## src/rtl/vga_pkg.sv

```systemverilog
// Shared VGA scan-out definitions: default 640x480@60 timing, frame-buffer
// geometry, colour packing and the control word carried down the pipeline.
package vga_pkg;

  localparam int DEF_H_VISIBLE = 640;
  localparam int DEF_H_FRONT   = 16;
  localparam int DEF_H_SYNC    = 96;
  localparam int DEF_H_BACK    = 48;
  localparam int DEF_V_VISIBLE = 480;
  localparam int DEF_V_FRONT   = 10;
  localparam int DEF_V_SYNC    = 2;
  localparam int DEF_V_BACK    = 33;
  localparam int DEF_H_OFFSET  = 64;

  localparam int DEF_H_TOTAL = DEF_H_VISIBLE + DEF_H_FRONT + DEF_H_SYNC + DEF_H_BACK;
  localparam int DEF_V_TOTAL = DEF_V_VISIBLE + DEF_V_FRONT + DEF_V_SYNC + DEF_V_BACK;

  localparam int FB_WIDTH   = 256;
  localparam int FB_HEIGHT  = 240;
  localparam int WIN_WIDTH  = 2 * FB_WIDTH;
  localparam int WIN_HEIGHT = 2 * FB_HEIGHT;

  typedef struct packed {
    logic [2:0] r;
    logic [2:0] g;
    logic [1:0] b;
  } rgb_t;

  typedef struct packed {
    logic visible;
    logic window;
    logic hsync;
    logic vsync;
    logic vblank;
    logic frame_start;
  } ctl_t;

  // Idle word keeps sync deasserted so a flushed pipeline cannot emit a pulse
  localparam ctl_t CTL_IDLE = '{
    visible:     1'b0,
    window:      1'b0,
    hsync:       1'b1,
    vsync:       1'b1,
    vblank:      1'b0,
    frame_start: 1'b0
  };

  function automatic rgb_t to_rgb(input logic [7:0] pixel);
    rgb_t c;
    c.r = pixel[7:5];
    c.g = pixel[4:2];
    c.b = pixel[1:0];
    return c;
  endfunction

endpackage

```

## src/rtl/vga_timing.sv

```systemverilog
// Raster counters for the scan-out engine plus the raw per-position flags
// (visible area, frame-buffer window, sync terms, vblank, frame origin).
module vga_timing
  import vga_pkg::*;
#(
  parameter int H_VISIBLE = DEF_H_VISIBLE,
  parameter int H_FRONT   = DEF_H_FRONT,
  parameter int H_SYNC    = DEF_H_SYNC,
  parameter int H_BACK    = DEF_H_BACK,
  parameter int V_VISIBLE = DEF_V_VISIBLE,
  parameter int V_FRONT   = DEF_V_FRONT,
  parameter int V_SYNC    = DEF_V_SYNC,
  parameter int V_BACK    = DEF_V_BACK,
  parameter int H_OFFSET  = DEF_H_OFFSET,
  localparam int H_TOTAL  = H_VISIBLE + H_FRONT + H_SYNC + H_BACK,
  localparam int V_TOTAL  = V_VISIBLE + V_FRONT + V_SYNC + V_BACK,
  localparam int HW       = $clog2(H_TOTAL),
  localparam int VW       = $clog2(V_TOTAL)
) (
  input  logic          clk,
  input  logic          reset,
  output logic [HW-1:0] h_r,
  output logic [VW-1:0] v_r,
  output logic          visible_s,
  output logic          window_s,
  output logic          hsync_s,
  output logic          vsync_s,
  output logic          vblank_s,
  output logic          origin_s
);

  // Window rows never extend past the frame buffer, even on a taller raster
  localparam int V_WIN_ROWS = (V_VISIBLE < WIN_HEIGHT) ? V_VISIBLE : WIN_HEIGHT;

  localparam logic [HW-1:0] H_LAST    = HW'(H_TOTAL - 1);
  localparam logic [HW-1:0] H_VIS_END = HW'(H_VISIBLE);
  localparam logic [HW-1:0] HS_START  = HW'(H_VISIBLE + H_FRONT);
  localparam logic [HW-1:0] HS_END    = HW'(H_VISIBLE + H_FRONT + H_SYNC);
  localparam logic [HW-1:0] WIN_START = HW'(H_OFFSET);
  localparam logic [HW-1:0] WIN_END   = HW'(H_OFFSET + WIN_WIDTH);

  localparam logic [VW-1:0] V_LAST    = VW'(V_TOTAL - 1);
  localparam logic [VW-1:0] V_VIS_END = VW'(V_VISIBLE);
  localparam logic [VW-1:0] VS_START  = VW'(V_VISIBLE + V_FRONT);
  localparam logic [VW-1:0] VS_END    = VW'(V_VISIBLE + V_FRONT + V_SYNC);
  localparam logic [VW-1:0] V_WIN_END = VW'(V_WIN_ROWS);

  // Raster position: h advances every clk, v advances when h wraps
  always_ff @(posedge clk or posedge reset) begin
    if (reset) begin
      h_r <= '0;
      v_r <= '0;
    end else if (h_r == H_LAST) begin
      h_r <= '0;
      if (v_r == V_LAST) begin
        v_r <= '0;
      end else begin
        v_r <= v_r + 1'b1;
      end
    end else begin
      h_r <= h_r + 1'b1;
    end
  end

  assign visible_s = (h_r < H_VIS_END) && (v_r < V_VIS_END);
  assign window_s  = (h_r >= WIN_START) && (h_r < WIN_END) && (v_r < V_WIN_END);
  assign hsync_s   = !((h_r >= HS_START) && (h_r < HS_END));
  assign vsync_s   = !((v_r >= VS_START) && (v_r < VS_END));
  assign vblank_s  = (v_r >= V_VIS_END);
  assign origin_s  = (h_r == '0) && (v_r == '0);

endmodule

```

## src/rtl/vga_scanout.sv

```systemverilog
// VGA scan-out: reads the 256x240 frame buffer through RAM port B, doubles it
// 2x2 into a centred 512x480 window and drives RRRGGGBB plus syncs, 3 clks behind the counters.
module vga_scanout
  import vga_pkg::*;
#(
  parameter int H_VISIBLE          = DEF_H_VISIBLE,
  parameter int H_FRONT            = DEF_H_FRONT,
  parameter int H_SYNC             = DEF_H_SYNC,
  parameter int H_BACK             = DEF_H_BACK,
  parameter int V_VISIBLE          = DEF_V_VISIBLE,
  parameter int V_FRONT            = DEF_V_FRONT,
  parameter int V_SYNC             = DEF_V_SYNC,
  parameter int V_BACK             = DEF_V_BACK,
  parameter int H_OFFSET           = DEF_H_OFFSET,
  parameter logic [7:0] BORDER_COLOR = 8'h00,
  parameter int DATA_WIDTH         = 8,
  parameter int ADDR_WIDTH         = 16
) (
  input  logic                  clk,
  input  logic                  reset,
  output logic [ADDR_WIDTH-1:0] addr_b,
  input  logic [DATA_WIDTH-1:0] q_b,
  output logic [2:0]            vga_r,
  output logic [2:0]            vga_g,
  output logic [1:0]            vga_b,
  output logic                  hsync,
  output logic                  vsync,
  output logic                  vblank,
  output logic                  frame_start
);

  localparam int HW = $clog2(H_VISIBLE + H_FRONT + H_SYNC + H_BACK);
  localparam int VW = $clog2(V_VISIBLE + V_FRONT + V_SYNC + V_BACK);
  localparam logic [HW-1:0] H_OFF_C = HW'(H_OFFSET);

  logic [HW-1:0]         h_s;
  logic [VW-1:0]         v_s;
  logic                  visible_s;
  logic                  window_s;
  logic                  hsync_raw_s;
  logic                  vsync_raw_s;
  logic                  vblank_raw_s;
  logic                  origin_s;
  ctl_t                  ctl0_s;
  ctl_t                  ctl1_r;
  ctl_t                  ctl2_r;
  logic [7:0]            fb_x_s;
  logic [7:0]            fb_y_s;
  logic [ADDR_WIDTH-1:0] addr_s;
  logic [7:0]            pix_s;
  rgb_t                  rgb_s;

  vga_timing #(
    .H_VISIBLE (H_VISIBLE),
    .H_FRONT   (H_FRONT),
    .H_SYNC    (H_SYNC),
    .H_BACK    (H_BACK),
    .V_VISIBLE (V_VISIBLE),
    .V_FRONT   (V_FRONT),
    .V_SYNC    (V_SYNC),
    .V_BACK    (V_BACK),
    .H_OFFSET  (H_OFFSET)
  ) u_timing (
    .clk       (clk),
    .reset     (reset),
    .h_r       (h_s),
    .v_r       (v_s),
    .visible_s (visible_s),
    .window_s  (window_s),
    .hsync_s   (hsync_raw_s),
    .vsync_s   (vsync_raw_s),
    .vblank_s  (vblank_raw_s),
    .origin_s  (origin_s)
  );

  assign ctl0_s = '{
    visible:     visible_s,
    window:      window_s,
    hsync:       hsync_raw_s,
    vsync:       vsync_raw_s,
    vblank:      vblank_raw_s,
    frame_start: origin_s
  };

  // Pixel doubling is just dropping the LSB of each coordinate; row-major
  // 256-wide layout makes the address a plain concatenation.
  assign fb_x_s = 8'((h_s - H_OFF_C) >> 1);
  assign fb_y_s = 8'(v_s >> 1);
  assign addr_s = window_s ? ADDR_WIDTH'({fb_y_s, fb_x_s}) : '0;

  // S1/S2: registered RAM address and the flag delay line matching the read latency
  always_ff @(posedge clk or posedge reset) begin
    if (reset) begin
      addr_b <= '0;
      ctl1_r <= CTL_IDLE;
      ctl2_r <= CTL_IDLE;
    end else begin
      addr_b <= addr_s;
      ctl1_r <= ctl0_s;
      ctl2_r <= ctl1_r;
    end
  end

  // Colour source for the pixel whose RAM data is on q_b this cycle
  always_comb begin
    pix_s = 8'h00;
    if (ctl2_r.window) begin
      pix_s = 8'(q_b);
    end else if (ctl2_r.visible) begin
      pix_s = BORDER_COLOR;
    end else begin
      pix_s = 8'h00;
    end
  end

  assign rgb_s = to_rgb(pix_s);

  // S3: colour and sync share one register bank so they stay cycle-aligned
  always_ff @(posedge clk or posedge reset) begin
    if (reset) begin
      vga_r       <= 3'b000;
      vga_g       <= 3'b000;
      vga_b       <= 2'b00;
      hsync       <= 1'b1;
      vsync       <= 1'b1;
      vblank      <= 1'b0;
      frame_start <= 1'b0;
    end else begin
      vga_r       <= rgb_s.r;
      vga_g       <= rgb_s.g;
      vga_b       <= rgb_s.b;
      hsync       <= ctl2_r.hsync;
      vsync       <= ctl2_r.vsync;
      vblank      <= ctl2_r.vblank;
      frame_start <= ctl2_r.frame_start;
    end
  end

endmodule
```

## config.mk

```make
export PLATFORM = sky130hd
export DESIGN_NAME = vga_scanout
export DESIGN_NICKNAME = d
export VERILOG_FILES = /design/src/rtl/vga_pkg.sv /design/src/rtl/vga_timing.sv /design/src/rtl/vga_scanout.sv
export SDC_FILE = /design/constraint.sdc
export NUM_CORES = 1
export LEC_CHECK = 0
export BUFFER_PORTS_ARGS = -buffer_cell sky130_fd_sc_hd__buf_2
export CAP_MARGIN = 5
export CORE_AREA = 2 2 67 69
export CTS_CLUSTER_DIAMETER = 50
export DETAILED_ROUTE_END_ITERATION = 8
export DIE_AREA = 0 0 69 71
export PLACE_DENSITY = 0.8
export SLEW_MARGIN = 15
export SYNTH_ARGS = -nofsm -noshare
export SYNTH_HDL_FRONTEND = slang
export SYNTH_SLANG_ARGS = --single-unit
```

## constraint.sdc

```tcl
create_clock -name clk -period 5 [get_ports clk]
set_input_delay 0.25 -clock clk [delete_from_list [all_inputs] [get_ports clk]]
set_output_delay 0.25 -clock clk [all_outputs]
set_load 0.02 [all_outputs]
```

Word level (Yosys, flattened, before mapping)
Cells that the tools add are included.
{"block": "word_totals", "register_bits": 58, "inputBits": 10, "out_inout_bits": 28, "word_cells": 46}
{"block": "classes", "add_sub_neg": 3, "n_lt_le_gt_ge": 8, "eq_ne": 2, "n_mux": 4, "n_reduce_logical": 9}
{"cell": "$add 10x1->10 const B", "n": 2}
{"cell": "$eq 10x10->1 const B", "n": 2}
{"cell": "$ge 10x9->1 const B", "n": 2}
{"cell": "$logic_not 10->1", "n": 2}
{"cell": "$lt 10x10->1 const B", "n": 2}
{"cell": "$lt 10x9->1 const B", "n": 2}
{"cell": "$mux 10", "n": 2}
{"cell": "$mux 16", "n": 1}
{"cell": "$ge 10x10->1 const B", "n": 1}
{"cell": "$ge 10x7->1 const B", "n": 1}
{"cell": "$sub 9x7->9 const B", "n": 1}
{"cell": "$mux 8", "n": 1}
{"cell": "$logic_and 1x1->1", "n": 5}
{"cell": "$logic_not 1->1", "n": 2}

Depth between registers and ports, before layout
Gate-level depths: netlist of the first run.
{"block": "depth", "depth_word": 4, "ltp_mapped": 7, "ltp_nobuf": 6}

Cells and area by module
Synthesis of the first run repeated with hierarchy kept, for this count alone.
{"block": "unflattened", "hier_cells": 184, "hier_area_um2": 2287.2}
{"mod": "vga_scanout", "instances": 1, "cells_each": 68, "area_each_um2": 1152.4, "seq_area_each_um2": 958.4}
{"mod": "vga_timing", "instances": 1, "cells_each": 116, "area_each_um2": 1134.8, "seq_area_each_um2": 500.5}

Worst setup path after synthesis of the first run
Ideal clock, no wire load.
{"block": "synth_path", "path_type": "flip-flop to flip-flop", "from": "register u_timing.h_r[6]", "to": "register u_timing.v_r[3]", "setup_ps": 76, "t_arrival_ps": 1669, "required_time_ps": 4924, "path_slack_ps": 3255, "stages_incl_launch_ff": 8, "path_buffers": 1, "synth_period_minus_slack_ps": 1745, "path_cell_list": "dfrtp_1 inv_1 ha_1 nand3_1 or3_1 buf_2 or3_1 o21ai_1"}
{"block": "synth_between", "elab_chain_cells": 1}
{"element": "from (decl)", "line": "vga_timing.sv:22", "text": "output logic [HW-1:0] h_r,"}
{"element": "from (signal assigned)", "line": "vga_timing.sv:61", "text": "h_r <= h_r + 1'b1;"}
{"element": "$eq 10x10->1", "line": "vga_timing.sv:53", "text": "end else if (h_r == H_LAST) begin"}
{"element": "to (signal assigned)", "line": "vga_timing.sv:58", "text": "v_r <= v_r + 1'b1;"}
{"element": "to (decl)", "line": "vga_timing.sv:23", "text": "output logic [VW-1:0] v_r,"}
Every way passes these cells.
A chain may end at the register's enable or synchronous reset.

Worst setup path after layout of the first run
{"block": "layout_path", "from": "register u_timing.h_r[5]", "to": "register addr_b[7]"}
{"block": "layout_between", "elab_chain_cells": 4, "word_cells_on_any_way": 6, "classes_between": "add/sub: 1; order compare: 2; mux: 1; reduce/logical: 2"}
{"element": "$ge 10x7->1 or $lt 10x10->1 (tied branches)", "line": "vga_timing.sv:66", "text": "assign window_s = (h_r >= WIN_START) && (h_r < WIN_END) && (v_r < V_WIN_END);"}
{"element": "$logic_and 1x1->1 (2 in series)", "line": "vga_timing.sv:66"}
{"element": "$mux 16 (*)", "line": "vga_scanout.sv:89", "text": "assign addr_s = window_s ? ADDR_WIDTH'({fb_y_s, fb_x_s}) : '0;"}
{"element": "via addr_s[7]", "line": "vga_scanout.sv:49", "text": "logic [ADDR_WIDTH-1:0] addr_s;"}
{"element": "to (signal assigned)", "line": "vga_scanout.sv:98", "text": "addr_b <= addr_s;"}
{"element": "to (decl)", "line": "vga_scanout.sv:21", "text": "output logic [ADDR_WIDTH-1:0] addr_b,"}
Mark *: on every way through the listed nets, which the timed path passes. The rest lies on a longest branch.

==> out/qor.txt, run 1 <==
Outcome - finished, final reports clean
Crit path cell chain - nor4_2, a311oi_1, a211oi_2, a21boi_1
Die H - 71 um
Drt via density - 5.28
First DRT Iteration DRCs - 118
Delay-heaviest family, CP - compound AO/OA/AOI/OAI gates
Core area - 4200 um2
Num CTS Buffers - 9
First-pass GRT wire length - 6.93 mm
Switching share of power - 19.4%
Critical path capture point type - flop
Routed WL per cell - 13.6 um
Clk_skew - 0.00619 ns
DP Cell Count - 276
Arrival time at the worst endpoint - 2.41 ns
DRC violations left - 0
Max-Cap Viols - 0
Largest net degree at the start of global routing - 59
Fin crit share - 43.3%
Setup Buffers After CTS - 0
Compound-Gate Fraction of Synth Area - 5.48%
DRT Wirelength - 3.96 mm
Max IR drop VDD - 0.157 mV
CTS H-tree depth - 3
Port bufs - 37
CTS root buf - clkbuf_8
Area leader, netlist - dfrtp_1
Bufs on Longest Clock Path - 2
Count leader, synth - dfrtp_1
GRT Residual Overflow - 0
Avg Cell Area, Syn - 12.2 um2
Synth Area in Simple Gates - 20.8%
Post_cts resized - 0
Post-synth EDFFs - 0
Yosys warnings - 0
Post-Synthesis Cells - 193
Post-Synth XOR/XNOR Area - 3.35%
Crit path largest cell delay - 0.73 ns
Clock share of power - 45.7%
Sum of negative setup slack - 0 ns
Overall Global Routing Usage - 18.4%
Top post-synthesis cells by area - dfrtp_1 (55%), dfstp_2 (6.7%), and2_1 (5.9%)
Nets - 254
CP Launch Type - flop
DR pass1 iterations - 4
Worst slew pin tran - 0.840 ns
#FFs+latches synth - 58
Sink Count - 58
Buf/Inv on CP - 0
Power density over the cells - 321 nW/um2
Worst hold-check path type - in2async
Die ar. - 4900 um2
Worst-path clk slew - 0.06 ns
Area delta synth->final - 17.5%
Post-synthesis mux area share - 0.426%
Final ANT Viol Nets - 0
Sw power - 172 uW
Sequential area share after synthesis - 62.1%
Post-synthesis cell type count - 40
DP HPWL - 2.69 mm
Fin. Hold Viols - 0
Final setup violation count - 0
Critical Path RT - 5.24 ns
Share of layout cells above drive strength 1 - 27.1%
Post-Syn Area - 2350 um2
CTS tree - yes
Synthesized Nets - 212
Fmax - 0.461 GHz
Via count of the first global-routing pass - 1,529
Post-Layout Cell Count - 292
Die span in x - 69 um
Share of the synthesized area in the top cell type - 55.4%
Post-synth top flop - dfrtp_1
Pleak - 1.43 nW
P_int - 715 uW
Crit path max fanout - 17
Fin. max-slew vios - 0
Hold WS - 0.119 ns
Adder-cell share of the synthesized area - 4.79%
GPL Wtd Cong - 0.849
Initial antenna violation count - 0
Hold-fix buffers at CTS - 0
Cell row count - 24
Flop pwr share - 53.0%
Slew margin rel. - 43.9%
Initial Util - 55.9%
# diodes - 0
Post-synth ARST share - 100%
Synth top cells by count - dfrtp_1 (52), and2_1 (22), inv_1 (10)
Num ports - 38
Critical-path top delay cell - a211oi_2
Min Clock Period, post-route - 2.17 ns
Combinational share of power - 1.4%
Largest family of logic cells by synthesized area - simple AND/OR/NAND/NOR gates
RSZ-0062 raised after global routing - false
Clock Latency Late Sink - 0.32 ns
Via count - 1,542
Crit path kind - reg2reg
==> layout make-up <==
class                           count  area (um2)
Clock buffer                       13         149
Clock inverter                      3        40.0
Fill cell                         314        1440
Inverter                           10        37.5
Multi-Input combinational cell    118         818
Sequential cell                    58        1460
Tap cell                           52        65.1
Timing Repair Buffer               38         193
==> path summary, 6_finish.rpt <==
| path | from | end | slack [ns] | cells after the start |
|---|---|---|---|---|
| setup / recovery | u_timing.h_r[5]$_DFF_PP0_ | addr_b[7]$_DFF_PP0_ | 2.83 | 4 |
| hold / removal | reset | addr_b[5]$_DFF_PP0_ | 0.12 | 3 |
| setup reg to reg | u_timing.h_r[5]$_DFF_PP0_ | addr_b[7]$_DFF_PP0_ | 2.83 | 4 |
| hold reg to reg | ctl1_r[4]$_DFF_PP0_ | ctl2_r[4]$_DFF_PP0_ | 0.35 | 0 |
| max in group asynchronous | reset | u_timing.v_r[8]$_DFFE_PP0N_ | 4.44 | 3 |
| min in group clk | q_b[3] | vga_g[1]$_DFF_PP0_ | 0.14 | 2 |
==> kinds of logic after synthesis <==
kind of cell | Yosys count
and+or+nand+nor | 79
DFF | 58
buffers and inverters | 17
AOI/OAI and AO/OA | 20
xor gates and xnor gates | 9
adders and majority gates | 9
muxes | 1
==> placed cells by master (no fill, tap or decap), drive strengths merged, types with 2 or more instances in the layout <==
cell type / synthesis / routed
buf: 4 / 38
and4: 3 / 3
o21ai: 8 / 8
nor3b: 2 / 2
a31oi: 2 / 2
a21oi: 3 / 3
nor2: 8 / 8
xor2: 2 / 2
dfrtp: 52 / 52
nand3: 8 / 8
nand2: 7 / 7
or3: 2 / 2
ha: 9 / 9
nand4: 9 / 9
nor2b: 4 / 4
clkinv: 0 / 2
inv: 10 / 10
dfstp: 6 / 6
and3: 5 / 5
nand2b: 3 / 3
xnor2: 7 / 7
clkbuf: 3 / 13
a211oi: 2 / 2
and2: 24 / 24
==> worst register-to-register path: cells and delay by family, from the launching register on <==
kind,cells,cell delay (ns)
simple gates,1,0.40
flops,1,0.54
compound gates,3,1.15
==> layer usage <==
metal / up-vias / wire length, um / GRT usage, %
met5: - / 0 / 0
li1: 739 / - / -
met4: 0 / 60 / 8.93
met1: 749 / 1790 / 22.8
met3: 6 / 265 / 7.55
met2: 48 / 1850 / 28.1
==> stage by stage <==
stage | power [mW] | cell area (um2) | setup WS (ns) | util (%)
2_1_floorplan | 0.485 | 2350 | 3.25 | -
3_3_place_gp | 0.491 | 2570 | 2.88 | 61.2
3_5_place_dp | 0.491 | 2570 | 2.85 | 61.2
4_1_cts | 0.900 | 2760 | 2.84 | 65.7
5_1_grt | 0.925 | 2760 | 2.62 | 65.7
6_report | 0.887 | 2760 | 2.83 | 65.7
==> state kept, by name (all words and copies together), names as in the netlist <==
register      count
vga_g             3
ctl1_r            5
ctl2_r            5
frame_start       1
addr_b           16
vga_r             3
vblank            1
vga_b             2
u_timing.v_r     10
hsync             1
u_timing.h_r     10
vsync             1
==> power by group through the flow <==
stage          Sequential (mW)  Combinational, mW  Clock [mW]
2_1_floorplan            0.478            0.00681           0
3_3_place_gp             0.478             0.0127           0
3_5_place_dp             0.478             0.0129           0
4_1_cts                  0.470             0.0128       0.417
5_1_grt                  0.469             0.0150       0.441
6_report                 0.470             0.0122       0.405
Note: power is estimated with default switching activity, not from simulation.
==> inputs of run 2 (changes only) <==
CORE_AREA = 2 2 72 74   (was 2 2 67 69)
DIE_AREA = 0 0 74 76   (was 0 0 69 71)
PLACE_DENSITY = 0.73   (was 0.8)
clock period = 1.8 ns   (was 5 ns; I/O delays follow)
==> run 2 against run 1 <==
Sequential cell count unchanged. Total power rose to 2.9 times the previous value. Final area rose by 9.8%. Combinational power grew to 4.4 times the previous value. Critical path depth grew 1. Die area grew 15%. Clock-buffer cell count is the same. Clock skew is 0.0018 ns lower. Sequential share of layout area is 4.7 points lower. Setup slack worse by 2.7 ns. Global-route usage shrank 2.2 points. Critical endpoint is now u_timing.v_r[3]$_DFFE_PP0N_. Largest power group unchanged.
==> out/qor.txt, run 2 (synthesis results as in run 1) <==
Outcome - finished, final reports clean
Commonest cells after routing, fill and taps aside - dfrtp_1 (52), buf_2 (37), and2_1 (22)
Fmax - 0.593 GHz
Worst slew pin tran - 0.298 ns
Sw power - 486 uW
# diodes - 0
Power density over the cells - 844 nW/um2
Largest net degree at the start of global routing - 59
Via count of the first global-routing pass - 1,508
Most common cell after layout, fill and taps aside - dfrtp_1
GRT Residual Overflow - 0
Crit path cell chain - ha_2, nand4_4, or3_4, or3_1, o21ai_1
Initial Util - 47.8%
Flop pwr share - 51.0%
Sum of negative setup slack - 0 ns
CTS tree - yes
Clock share of power - 46.9%
Port bufs - 37
Fin. max-slew vios - 0
Flip-flop and latch area - 1460 um2
Final ANT Viol Nets - 0
Cell row count - 26
Multi-input gate area - 843 um2
Max FFs per register - 16
Critical-path top delay cell - or3_4
Sink Count - 58
Arrival time at the worst endpoint - 1.94 ns
Drt via density - 4.77
Area delta synth->final - 29.0%
Routed WL per cell - 12.4 um
Filler cell count - 397
Fin. Hold Viols - 0
Via count - 1,583
CTS H-tree depth - 3
Clock Latency Late Sink - 0.33 ns
RSZ-0062 raised after global routing - false
Delay-heaviest family, CP - simple AND/OR/NAND/NOR gates
Crit path max fanout - 6
Crit path kind - reg2reg
Post-Layout Cell Count - 332
Bufs on Longest Clock Path - 2
Die ar. - 5620 um2
Top reg by flops - addr_b
Num ports - 38
Initial antenna violation count - 0
First-pass GRT wire length - 6.87 mm
Regs by FF count - addr_b: 16 flops, u_timing.h_r: 10 flops, u_timing.v_r: 10 flops
Die span in x - 74 um
Die H - 76 um
P_int - 2.07 mW
Slew margin rel. - 80.0%
Critical path capture point type - flop
Clk_skew - 0.00437 ns
Crit path largest cell delay - 0.42 ns
DR pass1 iterations - 4
Critical Path RT - 2.05 ns
First DRT Iteration DRCs - 110
Worst hold-check path type - reg2reg
Overall Global Routing Usage - 16.2%
DRT Wirelength - 4.12 mm
Combinational share of power - 2.1%
DP Cell Count - 307
Switching share of power - 19.0%
Pleak - 1.55 nW
Share of layout cells above drive strength 1 - 32.8%
Fin crit share - 93.7%
CP Launch Type - flop
Min Clock Period, post-route - 1.69 ns
Max IR drop VDD - 0.338 mV
DP HPWL - 2.69 mm
Buf/Inv on CP - 0
Nets - 277
Worst-path clk slew - 0.06 ns
Max-Cap Viols - 0
Core area - 4910 um2
Num CTS Buffers - 9
Final setup violation count - 0
Hold WS - 0.347 ns
GPL Wtd Cong - 0.816
CTS root buf - clkbuf_8
DRC violations left - 0
-- run 2: changes by cell type in the layout (fill, tap and decap cells not counted), sizes merged --
cell,change
buf,+14
clkinv,-1
dlygate4sd3,+9
-- run 2: final cells by class --
type / count / area share [%]
Inverter: 10 / 1.24
Sequential cell: 58 / 48.1
Clock inverter: 2 / 1.16
Timing Repair Buffer: 61 / 13.2
Tap cell: 70 / 2.89
Clock buffer: 13 / 5.57
Multi-Input combinational cell: 118 / 27.8
-- run 2: path summary, 6_finish.rpt --
| check | from | endpoint | slack, ns | cells after the start |
|---|---|---|---|---|
| max in group asynchronous | reset | ctl1_r[3]$_DFF_PP1_ | 1.14 | 4 |
| min in group asynchronous | reset | addr_b[3]$_DFF_PP0_ | 0.36 | 4 |
| min reg2reg | ctl2_r[1]$_DFF_PP0_ | vblank$_DFF_PP0_ | 0.35 | 0 |
| max | u_timing.h_r[0]$_DFF_PP0_ | u_timing.v_r[3]$_DFFE_PP0N_ | 0.11 | 5 |
| max reg2reg | u_timing.h_r[0]$_DFF_PP0_ | u_timing.v_r[3]$_DFFE_PP0N_ | 0.11 | 5 |
| min | ctl2_r[1]$_DFF_PP0_ | vblank$_DFF_PP0_ | 0.35 | 0 |
-- run 2: timing repair --
action | CTS | global route
endpoints found under the hold margin | 60 | 0
setup endpoints to repair | 1 | 14
buffers inserted | 0 | 1
gates resized for setup | 1 | 7
cloned | 0 | 0
hold buffers | 9 | 0
-- run 2: per-layer routing --
| metal | part of all wire, % | GRT usage [%] | vias to the layer above |
|---|---|---|---|
| met2 | 47 | 23.6 | 42 |
| met3 | 5.5 | 6.88 | 5 |
| li1 | - | - | 781 |
| met5 | 0 | 0 | - |
| met4 | 1.8 | 8.18 | 0 |
| met1 | 46 | 20.4 | 755 |
-- run 2: stage by stage --
stage	util [%]	setup slack (ns)	total power, mW	instance area, um2
after floorplan	-	0.0546	1.35	2350
after global placement	55.1	0.0645	1.37	2710
after detailed placement	55.1	0.0310	1.37	2710
after CTS	61.2	0.0333	2.60	3000
after global routing	61.7	0.0104	2.66	3030
final	61.7	0.114	2.56	3030
-- run 2: power groups by stage --
stage | combinational (mW) | clock [mW] | sequential, mW
after global routing | 0.0602 | 1.29 | 1.30
after floorplan | 0.0189 | 0 | 1.33
after global placement | 0.0391 | 0 | 1.33
after detailed placement | 0.0399 | 0 | 1.33
after CTS | 0.0551 | 1.24 | 1.30
final | 0.0531 | 1.20 | 1.31
-- run 2: worst register-to-register path: cells and delay by family, from the launching register on --
family,cells,cell delay (ns)
AND/OR/NAND/NOR,3,0.89
flip-flops,1,0.40
adder cells (fa/ha/maj),1,0.25
AO/OA/AOI/OAI,1,0.07
